## src/rtl/io_cfg_pkg.sv

```systemverilog
// ---------------------------------------------------------------------------
// io_cfg_pkg
// Shared types and constants for the IO bank configuration sequencer.
//   - cfg_state_e      : sequencer state encoding (also exported on state_dbg)
//   - DEF_*            : default geometry and bl/wl timing
//   - timer_width()    : width of the shared SETUP/PULSE/HOLD down-counter
//   - row_width()      : width of the word-line row index
// ---------------------------------------------------------------------------
package io_cfg_pkg;

  typedef enum logic [2:0] {
    IDLE  = 3'd0,
    LOAD  = 3'd1,
    SETUP = 3'd2,
    PULSE = 3'd3,
    HOLD  = 3'd4,
    DONE  = 3'd5
  } cfg_state_e;

  localparam int DEF_NUM_BL    = 8;
  localparam int DEF_NUM_WL    = 1;
  localparam int DEF_SETUP_CYC = 1;
  localparam int DEF_PULSE_CYC = 2;
  localparam int DEF_HOLD_CYC  = 1;

  // The counter is loaded with (cycles - 1), so it only has to hold
  // max(SETUP, PULSE, HOLD) - 1; never narrower than one bit.
  function automatic int timer_width(input int setup_cyc, input int pulse_cyc,
                                     input int hold_cyc);
    int m;
    m = setup_cyc;
    if (pulse_cyc > m) m = pulse_cyc;
    if (hold_cyc > m) m = hold_cyc;
    return (m <= 2) ? 1 : $clog2(m);
  endfunction

  function automatic int row_width(input int num_wl);
    return (num_wl <= 2) ? 1 : $clog2(num_wl);
  endfunction

endpackage

```

## src/rtl/cfg_pulse_timer.sv

```systemverilog
// ---------------------------------------------------------------------------
// cfg_pulse_timer
// Loadable down-counter with a zero flag. The sequencer loads (cycles - 1) on
// every entry into SETUP, PULSE or HOLD; zero marks the last cycle of the
// phase. The counter parks at zero when not loaded.
// Ports:
//   clk      in   clock
//   rst_n    in   synchronous active-low reset
//   load     in   load load_val on this edge
//   load_val in   W-bit reload value
//   zero     out  counter is zero (current phase ends this cycle)
// ---------------------------------------------------------------------------
module cfg_pulse_timer #(
  parameter int W = 1
) (
  input  logic         clk,
  input  logic         rst_n,
  input  logic         load,
  input  logic [W-1:0] load_val,
  output logic         zero
);

  logic [W-1:0] count;

  always_ff @(posedge clk) begin
    if (!rst_n) begin
      count <= '0;
    end else if (load) begin
      count <= load_val;
    end else if (count != '0) begin
      count <= count - W'(1);
    end
  end

  assign zero = (count == '0);

endmodule

```

## src/rtl/io_bank_config_sequencer.sv

```systemverilog
// ---------------------------------------------------------------------------
// io_bank_config_sequencer
// Programs the memory-bank configuration cells of one IO grid tile over its
// bl/wl bus. One NUM_BL-bit word is taken per word line; for each row bl is
// driven, then wl[row] is pulsed with SETUP/PULSE/HOLD timing.
//
// Optional feature: define CFG_PARITY_EN to add the cfg_parity input (even
// parity over cfg_data), checked at the LOAD handshake. A mismatch skips the
// pulse, clears bl, sets error and returns to IDLE without done.
//
// Handshake: a word transfers on a prog_clk edge where cfg_valid and
// cfg_ready are both high; cfg_ready is high exactly while in LOAD and does
// not depend on cfg_valid; cfg_data must be stable while cfg_valid is high.
//
// Ports:
//   prog_clk      in   configuration clock
//   prog_reset_n  in   synchronous active-low reset
//   start         in   begin a pass (sampled only in IDLE)
//   abort         in   abandon the current pass
//   cfg_data      in   config word, cfg_data[i] drives bl[i]
//   cfg_valid     in   cfg_data valid
//   cfg_parity    in   even parity of cfg_data (CFG_PARITY_EN only)
//   cfg_ready     out  sequencer accepts a word
//   bl            out  bit lines
//   wl            out  word lines, one-hot or zero
//   busy          out  pass in progress
//   done          out  one-cycle pulse after the last row
//   error         out  sticky abort/parity flag, cleared by start
//   state_dbg     out  current FSM state
// ---------------------------------------------------------------------------
module io_bank_config_sequencer
  import io_cfg_pkg::*;
#(
  parameter int NUM_BL    = DEF_NUM_BL,
  parameter int NUM_WL    = DEF_NUM_WL,
  parameter int SETUP_CYC = DEF_SETUP_CYC,
  parameter int PULSE_CYC = DEF_PULSE_CYC,
  parameter int HOLD_CYC  = DEF_HOLD_CYC
) (
  input  logic              prog_clk,
  input  logic              prog_reset_n,
  input  logic              start,
  input  logic              abort,
  input  logic [NUM_BL-1:0] cfg_data,
  input  logic              cfg_valid,
`ifdef CFG_PARITY_EN
  input  logic              cfg_parity,
`endif
  output logic              cfg_ready,
  output logic [0:NUM_BL-1] bl,
  output logic [0:NUM_WL-1] wl,
  output logic              busy,
  output logic              done,
  output logic              error,
  output cfg_state_e        state_dbg
);

  localparam int TMR_W = timer_width(SETUP_CYC, PULSE_CYC, HOLD_CYC);
  localparam int ROW_W = row_width(NUM_WL);

  localparam logic [ROW_W-1:0] LAST_ROW = ROW_W'(NUM_WL - 1);
  localparam bit SKIP_SETUP = (SETUP_CYC == 0);
  localparam bit SKIP_HOLD  = (HOLD_CYC == 0);

  // Reload values; a zero-length phase is never entered, so its value is moot.
  localparam logic [TMR_W-1:0] SETUP_LD = (SETUP_CYC > 0) ? TMR_W'(SETUP_CYC - 1) : '0;
  localparam logic [TMR_W-1:0] PULSE_LD = (PULSE_CYC > 0) ? TMR_W'(PULSE_CYC - 1) : '0;
  localparam logic [TMR_W-1:0] HOLD_LD  = (HOLD_CYC > 0)  ? TMR_W'(HOLD_CYC - 1)  : '0;

  cfg_state_e       state;
  cfg_state_e       next_state;
  logic [ROW_W-1:0] row;
  logic [NUM_BL-1:0] bl_q;
  logic             error_q;

  logic             tmr_load;
  logic [TMR_W-1:0] tmr_val;
  logic             tmr_zero;

  logic             handshake;
  logic             abort_hit;
  logic             last_row;
  logic             par_fail;
  logic             row_adv;

`ifdef CFG_PARITY_EN
  assign par_fail = ((^cfg_data) != cfg_parity);
`else
  assign par_fail = 1'b0;
`endif

  assign handshake = (state == LOAD) && cfg_valid;
  assign abort_hit = abort && (state != IDLE);
  assign last_row  = (row == LAST_ROW);
  // Moving back to LOAD from the pulse phases means the next row is due.
  assign row_adv   = (next_state == LOAD) && ((state == PULSE) || (state == HOLD));

  // -------------------------------------------------------------------------
  // State register
  // -------------------------------------------------------------------------
  always_ff @(posedge prog_clk) begin
    if (!prog_reset_n) begin
      state <= IDLE;
    end else begin
      state <= next_state;
    end
  end

  // -------------------------------------------------------------------------
  // Next-state logic. abort overrides everything, including the handshake
  // and timer expiry in the same cycle.
  // -------------------------------------------------------------------------
  always_comb begin
    next_state = state;
    unique case (state)
      IDLE: begin
        if (start) next_state = LOAD;
      end
      LOAD: begin
        if (cfg_valid) begin
          if (par_fail)        next_state = IDLE;
          else if (SKIP_SETUP) next_state = PULSE;
          else                 next_state = SETUP;
        end
      end
      SETUP: begin
        if (tmr_zero) next_state = PULSE;
      end
      PULSE: begin
        if (tmr_zero) begin
          if (!SKIP_HOLD)    next_state = HOLD;
          else if (last_row) next_state = DONE;
          else               next_state = LOAD;
        end
      end
      HOLD: begin
        if (tmr_zero) next_state = last_row ? DONE : LOAD;
      end
      DONE: begin
        next_state = IDLE;
      end
      default: begin
        next_state = IDLE;
      end
    endcase
    if (abort_hit) next_state = IDLE;
  end

  // -------------------------------------------------------------------------
  // Timer reload on every state change, with the length of the phase entered.
  // -------------------------------------------------------------------------
  always_comb begin
    tmr_load = (next_state != state);
    tmr_val  = '0;
    unique case (next_state)
      SETUP:   tmr_val = SETUP_LD;
      PULSE:   tmr_val = PULSE_LD;
      HOLD:    tmr_val = HOLD_LD;
      default: tmr_val = '0;
    endcase
  end

  cfg_pulse_timer #(
    .W (TMR_W)
  ) u_timer (
    .clk      (prog_clk),
    .rst_n    (prog_reset_n),
    .load     (tmr_load),
    .load_val (tmr_val),
    .zero     (tmr_zero)
  );

  // -------------------------------------------------------------------------
  // Datapath registers: row index, bl word, sticky error.
  // bl only changes on the handshake edge (wl low before it) or on the way
  // back to IDLE, so it is stable across every wl pulse.
  // -------------------------------------------------------------------------
  always_ff @(posedge prog_clk) begin
    if (!prog_reset_n) begin
      row     <= '0;
      bl_q    <= '0;
      error_q <= 1'b0;
    end else if (abort_hit) begin
      bl_q    <= '0;
      error_q <= 1'b1;
    end else begin
      unique case (state)
        IDLE: begin
          if (start) begin
            row     <= '0;
            error_q <= 1'b0;
          end
        end
        LOAD: begin
          if (handshake) begin
            if (par_fail) begin
              bl_q    <= '0;
              error_q <= 1'b1;
            end else begin
              bl_q <= cfg_data;
            end
          end
        end
        DONE: begin
          bl_q <= '0;
        end
        default: begin
          if (row_adv) row <= row + ROW_W'(1);
        end
      endcase
    end
  end

  // -------------------------------------------------------------------------
  // Output decode (Moore, from the registered state)
  // -------------------------------------------------------------------------
  always_comb begin
    cfg_ready = (state == LOAD);
    busy      = (state != IDLE);
    done      = (state == DONE);
    error     = error_q;
    state_dbg = state;
    bl        = '0;
    for (int i = 0; i < NUM_BL; i++) begin
      bl[i] = bl_q[i];
    end
    wl = '0;
    for (int i = 0; i < NUM_WL; i++) begin
      wl[i] = (state == PULSE) && (row == ROW_W'(i));
    end
  end

  // -------------------------------------------------------------------------
  // Bus-safety properties
  // -------------------------------------------------------------------------
  a_wl_onehot0: assert property (@(posedge prog_clk) disable iff (!prog_reset_n)
    $onehot0(wl));

  // bl may not move while wl stays high.
  a_bl_stable_in_pulse: assert property (@(posedge prog_clk) disable iff (!prog_reset_n)
    ((wl != '0) && ($past(wl) != '0)) |-> (bl == $past(bl)));

  // With a setup phase, bl is already settled when wl rises.
  a_bl_setup: assert property (@(posedge prog_clk) disable iff (!prog_reset_n)
    ((SETUP_CYC > 0) && (wl != '0) && ($past(wl) == '0)) |-> (bl == $past(bl)));

endmodule

```

## config.mk

```make
export PLATFORM = sky130hd
export DESIGN_NAME = io_bank_config_sequencer
export DESIGN_NICKNAME = d
export VERILOG_FILES = /design/src/rtl/io_cfg_pkg.sv /design/src/rtl/cfg_pulse_timer.sv /design/src/rtl/io_bank_config_sequencer.sv
export SDC_FILE = /design/constraint.sdc
export NUM_CORES = 1
export LEC_CHECK = 0
export CAP_MARGIN = 0
export CORE_AREA = 2 2 44 46
export CTS_CLUSTER_DIAMETER = 80
export DETAILED_ROUTE_END_ITERATION = 6
export DIE_AREA = 0 0 46 48
export GPL_TIMING_DRIVEN = 0
export PLACE_DENSITY_LB_ADDON = 0.3
export SLEW_MARGIN = 15
export SYNTH_ARGS = -nofsm -noshare
export SYNTH_HDL_FRONTEND = slang
export SYNTH_HIERARCHICAL = 1
export SYNTH_SLANG_ARGS = --single-unit
```

## constraint.sdc

```tcl
create_clock -name prog_clk -period 3.9 [get_ports prog_clk]
set_input_delay 0.585 -clock prog_clk [delete_from_list [all_inputs] [get_ports prog_clk]]
set_output_delay 0.585 -clock prog_clk [all_outputs]
set_load 0.005 [all_outputs]
```

==> impl_results.md <==
- Final TNS setup: 0 ns
- Num CTS Buffers: 3
- Die Y-Extent: 48 um
- Max-cap violation count: 0
- Initial Utilization: 44.0%
- Ratio of cells with drive above 1 in the final layout: 14.5%
- Max FO, Critical Path: 4
- Iteration-0 DRC count of the detailed router: 24
- First-pass GRT wire length: 2790 um
- Most used standard cell by instance count after synthesis: sky130_fd_sc_hd__nor2_1
- YS warnings: 6
- Post-synthesis simple-gate area fraction: 27.8%
- Final Net Count: 131
- Clock Skew: 0.00171 ns
- Startpoint kind of the worst setup timing path: flop
- Cell Rows: 15
- Count of final hold-check violations: 0
- Share of the synthesized area in compound gates (AO/OA/AOI/OAI): 25.4%
- Number of buffers added on ports: 27
- Post-Place Cell Area: 1030 um^2
- Final setup violating endpoints: 0
- Arrival time worst endpoint: 1.67 ns
- Fraction of synthesized cell area taken by the top area cell type: 37.7%
- Minimum period implied by the final worst setup slack: 2.26 ns
- Antenna violations before repair: 0
- Average cell area after synthesis: 8.64 um^2
- DR vias: 719
- Number of H-tree levels: 1
- Number of antenna-violating nets in the routed design: 0
- Per-cell via count in the routed design: 5.37
- Number of distinct library cells after synthesis: 35
- Pin count of the biggest net entering global routing: 11
- Adder-Cell Fraction of Synth Area: 0%
- RSZ-0062 raised after global routing: false
- Top achievable clock speed: 443 MHz
- Max rail drop VDD: 0.000236 V
- Synth top cells by count: sky130_fd_sc_hd__nor2_1 (15), sky130_fd_sc_hd__dfxtp_1 (14), sky130_fd_sc_hd__a22oi_1 (9)
- Clock tree buffer depth: 2
- Flip-flop and latch count after synthesis: 14
- Cell taking the most area after synthesis: sky130_fd_sc_hd__dfxtp_1
- Number of search-and-repair iterations in the first detailed-routing pass: 4
- Buffers inserted by post-CTS timing repair: 0
- Die width: 46 um
- Main combinational cell family by area after synthesis: simple AND/OR/NAND/NOR gates
- Total nets after synthesis: 99
- Worst rel slew slack: 61.3%
- Area growth from synthesis to final layout: 44.1%
- Total length of routed wires: 1760 um
- P per Cell Area: 312 nW/um^2
- Number of buffers inserted for hold repair after clock tree synthesis: 0
- Xor and xnor fraction of the mapped netlist area: 1.18%
- Static Leakage: 0.401 nW
- Total non-filler cell area in the finished layout: 1070 um^2
- Clock insertion delay at the later pin of the skew report: 0.28 ns
- FF-to-FF Start: state_dbg[0]
- Top post-synthesis cells by area: sky130_fd_sc_hd__dfxtp_1 (38%), sky130_fd_sc_hd__a22oi_1 (9.1%), sky130_fd_sc_hd__nor2_1 (7.6%)
- Share of synthesized flip-flops with an asynchronous set or reset: 0%
- Origin of the worst setup path: state_dbg[1]
- Avg WL per Cell: 13.1 um
- DRC violations left: 0
- Post-cts repair resize count: 0
- Kind of path behind the tightest hold check: flop to flop
- Global-route usage over all layers: 18.2%
- Result of the run: completed
- Post-synth design cell area: 743 um^2
- Slew of the pin with the lowest slew margin: 0.577 ns
- Total inserted antenna cells: 0
- Period utilization: 57.9%
- Clock slew seen by the registers of the worst setup and hold paths: 0.08 ns
- Max Transition Viols Final: 0
- Global-route congestion overflow total: 0
- Mux cell area share after synthesis: 0%
- Number of ports placed on the die boundary: 29
- Floorplan core area: 1690 um^2
- Sequential area share after synthesis: 37.7%
- Area of the die: 2210 um^2
- Required @ worst endpoint: 3.31 ns
- Number of flops mapped to enable cells by yosys: 0
- Via count of the first global-routing pass: 640
- Primary FF master, synth: sky130_fd_sc_hd__dfxtp_1
- Clock tree from TritonCTS: yes
- Setup Crit Path Kind: flop to output pin
- Sink Count: 14
- HPWL reported at the end of detailed placement: 1270 um
- Worst setup EP type: output pin
- Post-synthesis instance total: 86
- Last weighted congestion value of the routability-driven placer: 0.795
- CTS root buffer: sky130_fd_sc_hd__clkbuf_4
- Launch instance of the worst min-delay path: error
## worst paths after layout
path / end / slack, ns / cells after the start
max: wl / 1.64 / 3
min: error / 0.47 / 2
max reg2reg: u_timer/count / 2.35 / 7
min reg2reg: error / 0.47 / 2
## kinds of logic after synthesis
logic type / Yosys count
XOR/XNOR: 1
buffers and inverters: 9
flip-flops: 14
AND/OR/NAND/NOR: 37
AO/OA/AOI/OAI: 25
## routing by layer
layer | wire, um | global-route usage (%) | share of wire (%) | vias up
li1 | - | - | - | 364
met1 | 831 | 24.4 | 47 | 331
met5 | 0 | 0 | 0 | -
met4 | 41 | 10.3 | 2.3 | 0
met3 | 73 | 3.40 | 4.2 | 5
met2 | 808 | 27.5 | 46 | 19
## placed cells by master, fill, tap and decap left out, types with 2 or more instances in the layout
cell type / count
sky130_fd_sc_hd__a21oi_1: 3
sky130_fd_sc_hd__a22oi_1: 9
sky130_fd_sc_hd__a32oi_1: 2
sky130_fd_sc_hd__and2_1: 2
sky130_fd_sc_hd__and3_1: 3
sky130_fd_sc_hd__buf_2: 2
sky130_fd_sc_hd__buf_6: 3
sky130_fd_sc_hd__clkbuf_1: 2
sky130_fd_sc_hd__clkbuf_4: 3
sky130_fd_sc_hd__clkdlybuf4s50_1: 27
sky130_fd_sc_hd__dfxtp_1: 14
sky130_fd_sc_hd__inv_1: 2
sky130_fd_sc_hd__nand2_1: 4
sky130_fd_sc_hd__nand2b_1: 2
sky130_fd_sc_hd__nor2_1: 15
sky130_fd_sc_hd__o21a_1: 2
## flip-flops by register name, indices dropped and copies added (netlist names)
name and count:
bl_q 8, error 1, row 1, state_dbg 3, u_timer/count 1
## stage by stage
stage / instances / hold WS [ns] / util [%] / power [W] / setup slack (ns)
final: 134 / 0.466 / 63.4 / 0.000334 / 1.64
after global routing: 134 / 0.484 / 63.4 / 0.000351 / 1.57
after CTS: 134 / 0.469 / 63.4 / 0.000335 / 1.65
after detailed placement: 130 / 0.451 / 61.3 / 0.000232 / 1.86
after global placement: 130 / 0.449 / 61.3 / 0.000231 / 1.90
after floorplan: 86 / 0.449 / - / 0.000197 / 2.46
## report_power, final
| part | switching, W | internal, W | leakage, nW |
|---|---|---|---|
| combinational | 0.0000345 | 0.0000435 | 0.266 |
| clock | 0.0000480 | 0.0000569 | 0.0210 |
| sequential | 0.00000304 | 0.000148 | 0.114 |
## critical path, cell delays in order, from the launching register on
cell                              delay [ns]
sky130_fd_sc_hd__dfxtp_1                0.40
sky130_fd_sc_hd__nor2b_1                0.30
sky130_fd_sc_hd__and3b_1                0.20
sky130_fd_sc_hd__clkdlybuf4s50_1        0.49
## final cells by class
| class | count | area (um^2) |
|---|---|---|
| clock buffer | 4 | 36.3 |
| fill | 161 | 618 |
| sequential | 14 | 280 |
| buffer | 7 | 51.3 |
| tap | 17 | 21.3 |
| timing repair buffer | 27 | 270 |
| multi-input combinational | 63 | 404 |
| inverter | 2 | 7.51 |
(Power assumes the default switching activity.)
